## src/rtl/linear_net_sequencer.sv

```systemverilog
// Runs a multi-layer fully connected network on one layer engine: fetches a
// per-layer descriptor, programs the engine's base addresses, starts it and waits.
module linear_net_sequencer #(
    parameter int ADDR_WIDTH      = 8,
    parameter int DATABUS_WIDTH   = 32,
    parameter int LAYER_CNT_WIDTH = 4,
    parameter int TIMEOUT         = 64
) (
    input  logic                       clk,
    input  logic                       rst,
    input  logic                       start,
    input  logic [ADDR_WIDTH-1:0]      desc_base,
    input  logic [LAYER_CNT_WIDTH-1:0] num_layers,
    output logic                       busy,
    output logic                       done,
    output logic                       err,
    output logic [LAYER_CNT_WIDTH-1:0] layer_idx,
    output logic                       layer_start,
    output logic [ADDR_WIDTH-1:0]      layer_activ_base,
    output logic [ADDR_WIDTH-1:0]      layer_weight_base,
    output logic [ADDR_WIDTH-1:0]      layer_bias_base,
    output logic [ADDR_WIDTH-1:0]      layer_output_base,
    input  logic                       layer_done,
    input  logic                       layer_mem_sel,
    input  logic                       layer_mem_w,
    input  logic [ADDR_WIDTH-1:0]      layer_address,
    output logic                       mem_sel,
    output logic                       mem_w,
    output logic [ADDR_WIDTH-1:0]      address_bus,
    input  logic [DATABUS_WIDTH-1:0]   data_bus,
    input  logic                       ready
);

    localparam int WD_W = $clog2(TIMEOUT + 1);

    typedef enum logic [2:0] {IDLE, FETCH, LAUNCH, RUN, FIN} state_t;

    state_t                     state, state_nx;
    logic [ADDR_WIDTH-1:0]      desc_base_q;
    logic [LAYER_CNT_WIDTH-1:0] num_layers_q;
    logic [LAYER_CNT_WIDTH-1:0] idx_nx;
    logic                       seq_sel;
    logic [ADDR_WIDTH-1:0]      seq_addr;
    logic [WD_W-1:0]            wdog;
    logic                       wdog_exp;
    logic                       last_layer;

    assign wdog_exp   = (wdog == WD_W'(TIMEOUT - 1));
    assign last_layer = (layer_idx == num_layers_q - LAYER_CNT_WIDTH'(1));
    assign idx_nx     = layer_idx + LAYER_CNT_WIDTH'(1);

    always_ff @(posedge clk or negedge rst) begin
        if (!rst) state <= IDLE;
        else      state <= state_nx;
    end

    always_comb begin
        state_nx = state;
        case (state)
            IDLE:    if (start) state_nx = (num_layers == '0) ? FIN : FETCH;
            FETCH:   if (ready) state_nx = LAUNCH;
                     else if (wdog_exp) state_nx = FIN;
            LAUNCH:  state_nx = RUN;
            RUN:     if (layer_done) state_nx = last_layer ? FIN : FETCH;
            FIN:     state_nx = IDLE;
            default: state_nx = IDLE;
        endcase
    end

    always_ff @(posedge clk or negedge rst) begin
        if (!rst) begin
            desc_base_q       <= '0;
            num_layers_q      <= '0;
            layer_idx         <= '0;
            seq_sel           <= 1'b0;
            seq_addr          <= '0;
            wdog              <= '0;
            err               <= 1'b0;
            layer_activ_base  <= '0;
            layer_weight_base <= '0;
            layer_bias_base   <= '0;
            layer_output_base <= '0;
        end else begin
            case (state)
                IDLE: if (start) begin
                    desc_base_q  <= desc_base;
                    num_layers_q <= num_layers;
                    err          <= 1'b0;
                    layer_idx    <= '0;
                    wdog         <= '0;
                    if (num_layers != '0) begin
                        seq_sel  <= 1'b1;
                        seq_addr <= desc_base;
                    end
                end
                FETCH: begin
                    if (ready) begin
                        layer_activ_base  <= data_bus[0*ADDR_WIDTH +: ADDR_WIDTH];
                        layer_weight_base <= data_bus[1*ADDR_WIDTH +: ADDR_WIDTH];
                        layer_bias_base   <= data_bus[2*ADDR_WIDTH +: ADDR_WIDTH];
                        layer_output_base <= data_bus[3*ADDR_WIDTH +: ADDR_WIDTH];
                        seq_sel           <= 1'b0;
                    end else if (wdog_exp) begin
                        err     <= 1'b1;
                        seq_sel <= 1'b0;
                    end else begin
                        wdog <= wdog + WD_W'(1);
                    end
                end
                RUN: if (layer_done && !last_layer) begin
                    // address is prepared here so the bus request leaves one edge after done
                    layer_idx <= idx_nx;
                    seq_sel   <= 1'b1;
                    seq_addr  <= desc_base_q + ADDR_WIDTH'(idx_nx);
                    wdog      <= '0;
                end
                default: ;
            endcase
        end
    end

    assign busy        = (state != IDLE);
    assign done        = (state == FIN);
    assign layer_start = (state == LAUNCH);

    // the bus belongs to the engine except while a descriptor is being fetched
    always_comb begin
        mem_sel     = layer_mem_sel;
        mem_w       = layer_mem_w;
        address_bus = layer_address;
        if (state == FETCH) begin
            mem_sel     = seq_sel;
            mem_w       = 1'b0;
            address_bus = seq_addr;
        end
    end

endmodule

```

## config.mk

```make
export PLATFORM = sky130hd
export DESIGN_NAME = linear_net_sequencer
export DESIGN_NICKNAME = d
export VERILOG_FILES = /design/src/rtl/linear_net_sequencer.sv
export SDC_FILE = /design/constraint.sdc
export NUM_CORES = 1
export LEC_CHECK = 0
export CORE_MARGIN = 4
export CORE_UTILIZATION = 50
export DETAILED_ROUTE_END_ITERATION = 7
export PLACE_DENSITY = 0.85
export RECOVER_POWER = 50
export SYNTH_ARGS = -nofsm -noshare
export SYNTH_HDL_FRONTEND = slang
export SYNTH_SLANG_ARGS = --single-unit
```

## constraint.sdc

```tcl
create_clock -name clk -period 4.22 [get_ports clk]
set_input_delay 0.844 -clock clk [delete_from_list [all_inputs] [get_ports clk]]
set_output_delay 0.844 -clock clk [all_outputs]
set_load 0.01 [all_outputs]
```

Word-level counts from Yosys, hierarchy flattened
Index checks and enable logic that the tools add are counted.

Register bits: 68. Input port bits: 59. Output and inout bits: 50. Logic and storage cells: 79.

$add $sub $neg: 4. Eq/ne operators: 14. Mux-type cells: 32. Reductions and logical operators: 17.

Operator list (number): 8-bit two-way mux (4); 7-bit two-way mux (4); 7-bit case mux with 3 select lines (1); 3-bit two-way mux (6); 8-bit case mux with 2 select lines (1); 2-bit != test (second input constant) (7); 3-bit case mux with 4 select lines (1); 1-bit two-way mux (10); 5-bit AND reduction (2); 8-bit by 4-bit adder with 8-bit output (1); 4-bit two-way mux (2); 4-bit case mux with 2 select lines (1); 4-bit AND reduction (2); 7-bit by 1-bit adder with 7-bit output (second input constant) (1); 7-bit by 6-bit equality test with 1-bit output (second input constant) (1); 3-bit by 2-bit equality test with 1-bit output (second input constant) (2); 3-bit AND reduction (2); 3-bit nonzero test (2); 4-bit by 1-bit adder with 4-bit output (second input constant) (1); 4-bit equality test (1); 4-bit logical NOT (1); 2-bit AND reduction (2); 2-bit nonzero test (2); 4-bit nonzero test (1); other kinds (9) (9).

Logic depth before layout (Yosys ltp)
Word-level depth: 6. Mapped depth: 8. Mapped depth without buffers: 8.

Least setup slack after synthesis
OpenSTA, ideal clock, no wires.

Kind: reg2reg. From: register layer_idx[0]. To: register seq_addr[5]. Setup time: 0.125 ns. Arrival: 2.105 ns. Data required time: 4.095 ns. Slack: 1.990 ns. Cell stages (with the launch flop): 8. Path buffers: 0. Period minus slack after synthesis: 2.230 ns. Cells stage by stage: dfrtp_1 > ha_1 > ha_1 > a211oi_1 > o21bai_1 > a211o_1 > o221a_2 > mux2_4.

Word-level cells in the longest chain between the ends: 5. Elaborated cells on any way between the ends: 9. Those cells by class: add/sub: 2; eq/ne: 2; mux: 2; reduce/logical: 3.

Ends and longest elaborated chain: from (decl) (RTL line 17) `output logic [LAYER_CNT_WIDTH-1:0] layer_idx,`; from (signal assigned) (RTL line 112) `layer_idx <= idx_nx;`; parallel branches: the longest is 5 deep, another holds 8-bit by 4-bit adder with 8-bit output; to (signal assigned) (RTL line 93) `seq_addr <= desc_base;`; to (signal assigned) (RTL line 114) `seq_addr <= desc_base_q + ADDR_WIDTH'(idx_nx);`; to (decl) (RTL line 43) `logic [ADDR_WIDTH-1:0] seq_addr;`.

Parallel ways; which one is timed is not known. The select of a mux whose other input is x is not followed. A chain may end at the register's enable or synchronous reset.

Final worst setup path
From: register state[0]. To: output address_bus[7].

Word-level cells in the longest chain between the ends: 2.

Ends and longest elaborated chain: from (decl) (RTL line 38) `state_t state, state_nx;`; from (signal assigned) (RTL line 54) `else state <= state_nx;`; 3-bit by 1-bit equality test with 1-bit output (RTL line 131) `if (state == FETCH) begin`; 8-bit two-way mux (RTL line 131); to (decl) (RTL line 29) `output logic [ADDR_WIDTH-1:0] address_bus,`.

Every way passes these cells.

==> results.cfg <==
[finish]
nets = 474
antennaDiodeCount = 0
drive_above_1_share = 0.209
fin_area_mm2 = 0.00489
syn2layout_area_growth_pct = 38.0
multi_input_area_mm2 = 0.00172
fill_cells = 505
seq_area_mm2 = 0.00170

[logic_synthesis]
synthTopCellsByArea = dfrtp_1, mux2_2, mux2_4
ys.flop_type = dfrtp_1
synthMuxAreaShare = 0.201
synthTopCellsByCount = dfrtp_1, mux2_2, nand2_1
syn_inst = 297
synth-edff-count = 0
yosys.area_share.simple = 0.105
synth-xor-area-share = 0.0353
ys_ff_latch = 68
synthesis.nets = 364
synth_top_family_by_area = multiplexers
yosys_warnings = 0
avgSynthCellArea_um2 = 11.9
synth_top_cell_area_share = 0.480
synth_compound_area_frac = 0.116
ys_seq_area_frac = 0.480
synth_largest_area_cell = dfrtp_1
async_reset_ff_frac = 1.00
synth_area_mm2 = 0.00355
synth_cell_types = 64
synth_fa_ha_area_frac = 0.0303
synthMostInstantiatedCell = dfrtp_1

[worst_setup_path]
critical_path.startpoint = state[0]$_DFFE_PN0P_
cp-start-kind = flop
crit_required_ns = 3.38
worst-setup-path-type = reg2out
path_cells = nor3b_1 -> buf_4 -> mux2_2 -> clkdlybuf4s50_1
r2r_slack_ns = 1.73
cp_num_buf_inv = 2
crit-reg2reg-launch = state[1]$_DFFE_PN0P_
path_depth = 4
worstPathArrival_ns = 2.44
max_stage_delay_ns = 0.66
crit_path_end = address_bus[7]
path_max_fanout = 14
r2r_end = desc_base_q[7]$_DFFE_PN0P_
cp_top_family = buffers and inverters
crit_path_top_delay_cell = dfrtp_1
end_kind = primary output
reg2reg_depth = 3

[clock_tree]
cts_resized = 0
cts_sinks = 68
cts_tree = built
worstSkewPairLatency_ns = 0.34
cts_hold_buf = 0
numCtsBuffers = 9
clkSlewWorstSetupHoldPaths_ns = 0.07
post_cts_buffers = 0
root_buffer = clkbuf_8
h-tree-depth = 3
cts_buffer_depth = 2

[sta]
layout_min_cycle_time_ns = 3.29
finalSetupViolations = 0
fin_tns_setup_ns = 0
drv_slew = 54
hold_viol_final = 0
tightest_slew_ns = 2.78
min_period_over_period = 0.779
rsz0062_at_grt = false
skew_ns = 0.00815
fmaxAchievable_mhz = 304
max_slew_margin = -0.850

[hold_path]
min_from = wdog[5]$_DFFE_PN0P_
hold_depth = 1
hold_path.class = reg2reg

[die]
start_util = 0.519
row_count = 30
io_pins = 109
core_mm2 = 0.00683
design.die.area_mm2 = 0.00851
die_w_um = 92.2
dieHeight_um = 92.2

[placement]
place.gp.congestion = 0.852
hpwlAfterDp_um = 6170
place_area_mm2 = 0.00469
portBuffers = 108

[routing]
vias = 2728
ant_nets = 0
viasPerCell = 5.37
drt_pass1_iterations = 4
post_drt_wl_per_cell_um = 16.2
wl_um = 8230
drt_iter0_drc = 82
drc = 0

[global_routing]
grt_antenna_before_repair = 0
grt_pass1_vias = 2845
grt.overflow.total = 0
grt_pass1_wl_um = 14000
grt_max_degree = 54
grt_usage = 0.208

[job]
maxCapViolCount = 1

[power_and_ir_drop]
irDropWorstVdd_v = 0.000369
powerDensity_mw_per_mm2 = 754
power.leakage_nw = 2.06

[outcome]
status = finished, violations left
violations = max-capacitance violations, max-slew violations
-- how the worst min path moves through the flow --
stage,slack (ns),end
finish,0.49,wdog[5]$_DFFE_PN0P_
detailed placement,0.48,wdog[5]$_DFFE_PN0P_
global route,0.52,wdog[5]$_DFFE_PN0P_
floorplan,0.45,wdog[5]$_DFFE_PN0P_
global placement,0.47,layer_activ_base[7]$_DFFE_PN0P_
CTS,0.49,wdog[5]$_DFFE_PN0P_
-- report_power, final --
group | internal, mW | total (mW) | switching (mW)
clock network | 0.333 | 0.587 | 0.254
logic | 1.07 | 1.90 | 0.828
registers | 0.949 | 1.20 | 0.254
total | 2.35 | 3.69 | 1.34
-- per-stage QoR --
step	hold WS [ns]	std cells	power, mW	setup slack, ns	utilization
after CTS	0.493	508	3.75	0.906	0.718
after detailed placement	0.480	492	3.15	1.13	0.686
after global routing	0.520	508	3.96	0.679	0.716
final	0.492	508	3.69	0.932	0.716
after floorplan	0.448	297	2.43	1.99	-
after global placement	0.468	492	3.07	1.22	0.686
-- layout make-up --
type                    count  share of cell area
clock inverters             6              0.0182
multi-input cells         208               0.352
well taps                  96              0.0245
repair buffers            111               0.224
inverters                   9             0.00690
clock buffers              10              0.0261
flip-flops and latches     68               0.348
-- layout by cell type (no fill, tap or decap), drive strengths merged, types with 2 or more instances in the layout --
master / instances
o31ai: 4
bufinv: 2
nor2: 12
clkinvlp: 2
o211ai: 2
a22o: 2
mux2: 59
o21ai: 23
buf: 3
clkdlybuf4s50: 96
a21o: 2
clkinv: 3
a211o: 2
ha: 7
dfrtp: 68
nor3: 5
a21oi: 9
a31oi: 2
and2: 4
xor2: 3
mux2i: 2
dlygate4sd3: 11
nor2b: 4
nand2: 26
xnor2: 7
inv: 8
clkbuf: 11
o21bai: 2
nand3: 10
-- layer usage --
| metal | vias to the layer above | GRT usage | share of wire |
|---|---|---|---|
| met2 | 98 | 0.343 | 0.48 |
| met3 | 9 | 0.0541 | 0.072 |
| met1 | 1334 | 0.269 | 0.44 |
| met4 | 0 | 0.0644 | 0.011 |
| met5 | - | 0 | 0 |
| li1 | 1287 | - | - |
-- state kept, by name, summed over array words and instances (netlist names) --
register,flops
desc_base_q,8
err,1
layer_activ_base,8
layer_bias_base,8
layer_idx,4
layer_output_base,8
layer_weight_base,8
num_layers_q,4
seq_addr,8
seq_sel,1
state,3
wdog,7
-- logic make-up (layout without fill, tap and decap cells) --
group,after synthesis,count (layout)
flip-flops,68,68
adder cells (fa/ha/maj),8,8
buffers and inverters,21,136
multiplexers,61,61
AND/OR/NAND/NOR,69,69
XOR/XNOR,11,11
AO/OA/AOI/OAI,59,59
Note: power is estimated with default switching activity, not from simulation.
==> RTL edit 1: new RTL, same flow settings <==
Change the parameter `TIMEOUT` from 64 to 128.
--- a/src/rtl/linear_net_sequencer.sv
+++ b/src/rtl/linear_net_sequencer.sv
@@ -4,7 +4,7 @@
     parameter int ADDR_WIDTH      = 8,
     parameter int DATABUS_WIDTH   = 32,
     parameter int LAYER_CNT_WIDTH = 4,
-    parameter int TIMEOUT         = 64
+    parameter int TIMEOUT         = 128
 ) (
     input  logic                       clk,
     input  logic                       rst,
Function: no difference found for any inputs over 4 cycles, from zero or initial values and one cycle with rst low; that may be too few to reach the edited logic, so the function may still have changed.
==> RTL edit 1 against the unedited design <==
Die area shrank 0.51%. Setup slack better by 0.18 ns. Routed wire length is 0.84% higher. Power increased by 0.15%. Maximum frequency up 5.9%. Sequential cell count grew 1. Final area shrank 0.61%. Synthesized cell count increased by 3.4%. Synthesized area fell by 0.56%. The run still ends with max-capacitance violations, max-slew violations left.
==> RTL edit 1: results (changes against the unedited design) <==
status=complete, but fails checks; failing checks=max-capacitance violations, max-slew violations; global-route wire length before repair=13650 um (-2.5%); top post-synthesis cells by count=69 x dfrtp_1, 57 x mux2_2, 28 x nand2_1; Avg Cell Area, Syn=11.49 um2 (-3.8%); Synth Area in Adders=3.051% (+0.017 points); met2 WL=4248 um (+7.8%); WP data arrival=2.26 ns (-0.18 ns); fin. max-slew vios=37 (-31%); count of plain and timing-repair buffers=111 (unchanged); placed cell count=501 (+1.8%); part of the Yosys area used for sequential elements=48.95% (+0.98 points); largest net degree at the start of global routing=37 (-31%); Seq. cell area=1727 um2 (+1.5%); crit-path max FO=16 (+2); wire length per cell=16.08 um (-0.72%); Synth area leaders=dfrtp_1 49%, mux2_2 18%, nand2_1 3.0%; clk_buf instances=9 (-1); Layout non-clock buf frac=22.51% (+0.087 points); worst vdd ir=0.0003642 V (-1.2%); share of synthesized flip-flops with an asynchronous set or reset=100.0% (unchanged); met1 layer usage reported by global route=25.44% (-1.4 points); wl on met1=3443 um (-4.3%); GRT Total Usage=20.34% (-0.46 points); metal3 WL=460 um (-22%); share of cells above drive strength 1=19.76% (-1.1 points); routability cong.=0.8782 (+3.1%); number of fill cells=527 (+4.4%); Net Count, Synth=374 (+2.7%); proportion of synthesized area in mux cells=19.12% (-1.0 points); post-synthesis register bit count=69 (+1.5%); Initial DRT Pass Iterations=4 (unchanged); met3 usage=5.742% (+0.33 points); Max transition margin=-25.59% (+59 points); post-detail-place hpwl=6278 um (+1.8%); compound-gate portion of the synthesized area=10.85% (-0.71 points); area of the multi-input gates=1699 um2 (-1.5%); max capacitance violation total=1 (unchanged); Clk power=0.522 mW (-11%); drt initial violations=180 (+120%); synth unique cells=48 (-25%); multi-input gates=216 (+3.8%); Clock-cell share=3.885% (-0.54 points)
## RTL edit 1: changes by cell type after synthesis, moves of 4 or more
cell and delta:
mux2_4 -8, mux2_1 -4, o21ai_1 -10, nor3_1 +4, nand2_1 +4, nand2b_1 +5
mux2_2 +12, o21ai_0 +8
## RTL edit 1: through the flow
step / instance area, um2 / hold slack (ns) / utilization [%] / total power [mW] / worst slack, ns
6_report: 4863 / 0.5006 / 71.19 / 3.697 / 1.116
5_1_grt: 4863 / 0.5185 / 71.19 / 3.961 / 0.9574
4_1_cts: 4867 / 0.5107 / 71.25 / 3.766 / 1.138
3_5_place_dp: 4678 / 0.4947 / 68.48 / 3.233 / 1.372
3_3_place_gp: 4678 / 0.4704 / 68.48 / 3.160 / 1.396
2_1_floorplan: 3527 / 0.4615 / - / 2.454 / 1.946
## RTL edit 1: path summary, 6_finish.rpt
| path | slack [ns] | endpoint | start | depth (start not counted) |
|---|---|---|---|---|
| max in group asynchronous | 1.54 | wdog[4]$_DFFE_PN0P_ | rst | 2 |
| setup / recovery | 1.12 | address_bus[5] | state[0]$_DFFE_PN0P_ | 4 |
| hold / removal | 0.50 | layer_weight_base[7]$_DFFE_PN0P_ | layer_weight_base[7]$_DFFE_PN0P_ | 1 |
| setup reg to reg | 1.79 | seq_addr[5]$_DFFE_PN0P_ | layer_idx[0]$_DFFE_PN0P_ | 9 |
| min in group asynchronous | 1.01 | layer_activ_base[0]$_DFFE_PN0P_ | rst | 1 |
| hold reg to reg | 0.50 | layer_weight_base[7]$_DFFE_PN0P_ | layer_weight_base[7]$_DFFE_PN0P_ | 1 |
## RTL edit 1: logic make-up after synthesis
logic type,Yosys count
AO/OA/AOI/OAI,56
XOR/XNOR,11
adder cells (fa/ha/maj),8
buffers and inverters,22
flip-flops,69
multiplexers,60
AND/OR/NAND/NOR,81
==> RTL edit 2: new RTL, config.mk and constraints unchanged <==
Made on the original files. The 5 states of `state_t` get a one-hot encoding in 5 bits.
--- a/src/rtl/linear_net_sequencer.sv
+++ b/src/rtl/linear_net_sequencer.sv
@@ -33,7 +33,7 @@
 
     localparam int WD_W = $clog2(TIMEOUT + 1);
 
-    typedef enum logic [2:0] {IDLE, FETCH, LAUNCH, RUN, FIN} state_t;
+    typedef enum logic [4:0] {IDLE = 5'b00001, FETCH = 5'b00010, LAUNCH = 5'b00100, RUN = 5'b01000, FIN = 5'b10000} state_t;
 
     state_t                     state, state_nx;
     logic [ADDR_WIDTH-1:0]      desc_base_q;
Check against the original RTL: no difference found for any inputs over 4 cycles, from zero or initial values and one cycle with rst low; so few cycles prove little.
==> RTL edit 2 against the unedited design <==
Routed wire length grew 0.19%. Final area shrank 2.3%. Synthesized cell count shrank 3.4%. Register-to-register slack lost 0.16 ns. Critical path type unchanged. The flow still finishes with violations (max-capacitance violations, max-slew violations). Highest routed layer unchanged. Critical path depth is the same. Synthesized area shrank 1.9%. Sequential cell count grew 2. Power shrank 17%. Global-route usage shrank 0.69 points. Setup slack lost 0.23 ns. Maximum frequency shrank 6.5%.
==> RTL edit 2: results (changes against the unedited design) <==
status=complete, but fails checks; failing checks=max-capacitance violations, max-slew violations; max capacitance violation total=1 (unchanged); Total Wirelength=8243 um (+0.19%); dpl ws=1.071 ns (-0.06260 ns); Top delay family on crit path=simple AND/OR/NAND/NOR gates; skew final=0.008799 ns (+0.0006488 ns); synth unique cells=51 (-20%); global-route wire length before repair=13320 um (-4.8%); crit-path max FO=13 (-1); CP startpoint=state[4]$_DFFE_PN0P_; crit path max-delay cell type=or4b_4; GRT Total Usage=20.11% (-0.69 points); number of fill cells=491 (-2.8%); Avg Vias per Cell=5.336 (-0.63%); Pint=1.986 mW (-16%); reg2reg start=state[0]$_DFFE_PN1P_; leakage=2.118 nW (+2.9%); worst-case reg-to-reg path depth=5 (+2); routability cong.=0.7906 (-7.2%); drt initial violations=126 (+54%); worst hold start=desc_base_q[0]$_DFFE_PN0P_; fin. max-slew vios=44 (-19%); largest net degree at the start of global routing=44 (-19%); Worst path max stage delay=0.62 ns (-0.04 ns); Net Count, Synth=354 (-2.7%); post-detail-place hpwl=6129 um (-0.62%)
## RTL edit 2: cell families after synthesis
family,after synthesis,synth area share [%]
xor+xnor,12,3.417
fa+ha+maj,8,3.093
flops,70,50.40
mux,58,18.78
simple gates,72,11.66
compound gates,50,9.749
buf+inv,17,2.913
## RTL edit 2: path summary, 6_finish.rpt
check,endpoint,slack (ns)
worst max-delay path,address_bus[7],0.70
worst min-delay path,desc_base_q[0]$_DFFE_PN0P_,0.50
worst max register to register,seq_addr[5]$_DFFE_PN0P_,1.57
min in group asynchronous,seq_addr[7]$_DFFE_PN0P_,1.16
max in group asynchronous,seq_addr[0]$_DFFE_PN0P_,1.39
worst min register to register,desc_base_q[0]$_DFFE_PN0P_,0.50
## RTL edit 2: cell type report
cell class,instances,area (um2),area share (%)
Tap cell,96,120.1,2.512
Multi-Input combinational cell,200,1624,33.96
Timing Repair Buffer,109,1080,22.58
Sequential cell,70,1753,36.66
Clock inverter,6,45.04,0.9419
Clock buffer,10,137.6,2.878
Inverter,6,22.52,0.4710
## RTL edit 2: worst min-delay path, stage by stage (launching register included)
cell and delay, ns:
dfrtp_1 0.35, nand2_1 0.06, nand2_1 0.06
## RTL edit 2: power by group through the flow
stage,Sequential [mW],Clock (mW),Combinational [mW]
3_3_place_gp,1.14,0,1.42
2_1_floorplan,1.19,0,0.816
6_report,1.15,0.502,1.42
5_1_grt,1.18,0.540,1.54
4_1_cts,1.15,0.509,1.47
3_5_place_dp,1.16,0,1.46
## RTL edit 2: layer usage
metal,vias up,global-route usage (%),part of all wire [%]
li1,1255,-,-
met1,1295,24.62,40
met2,85,33.84,52
met3,17,5.137,5.3
met4,0,7.915,2.7
met5,-,0,0
## RTL edit 2: metrics by stage
| stage | std cells | hold WS [ns] |
|---|---|---|
| final | 497 | 0.4973 |
| after global routing | 497 | 0.5077 |
| after CTS | 497 | 0.5031 |
| after detailed placement | 481 | 0.4852 |
| after global placement | 481 | 0.4758 |
| after floorplan | 287 | 0.4497 |
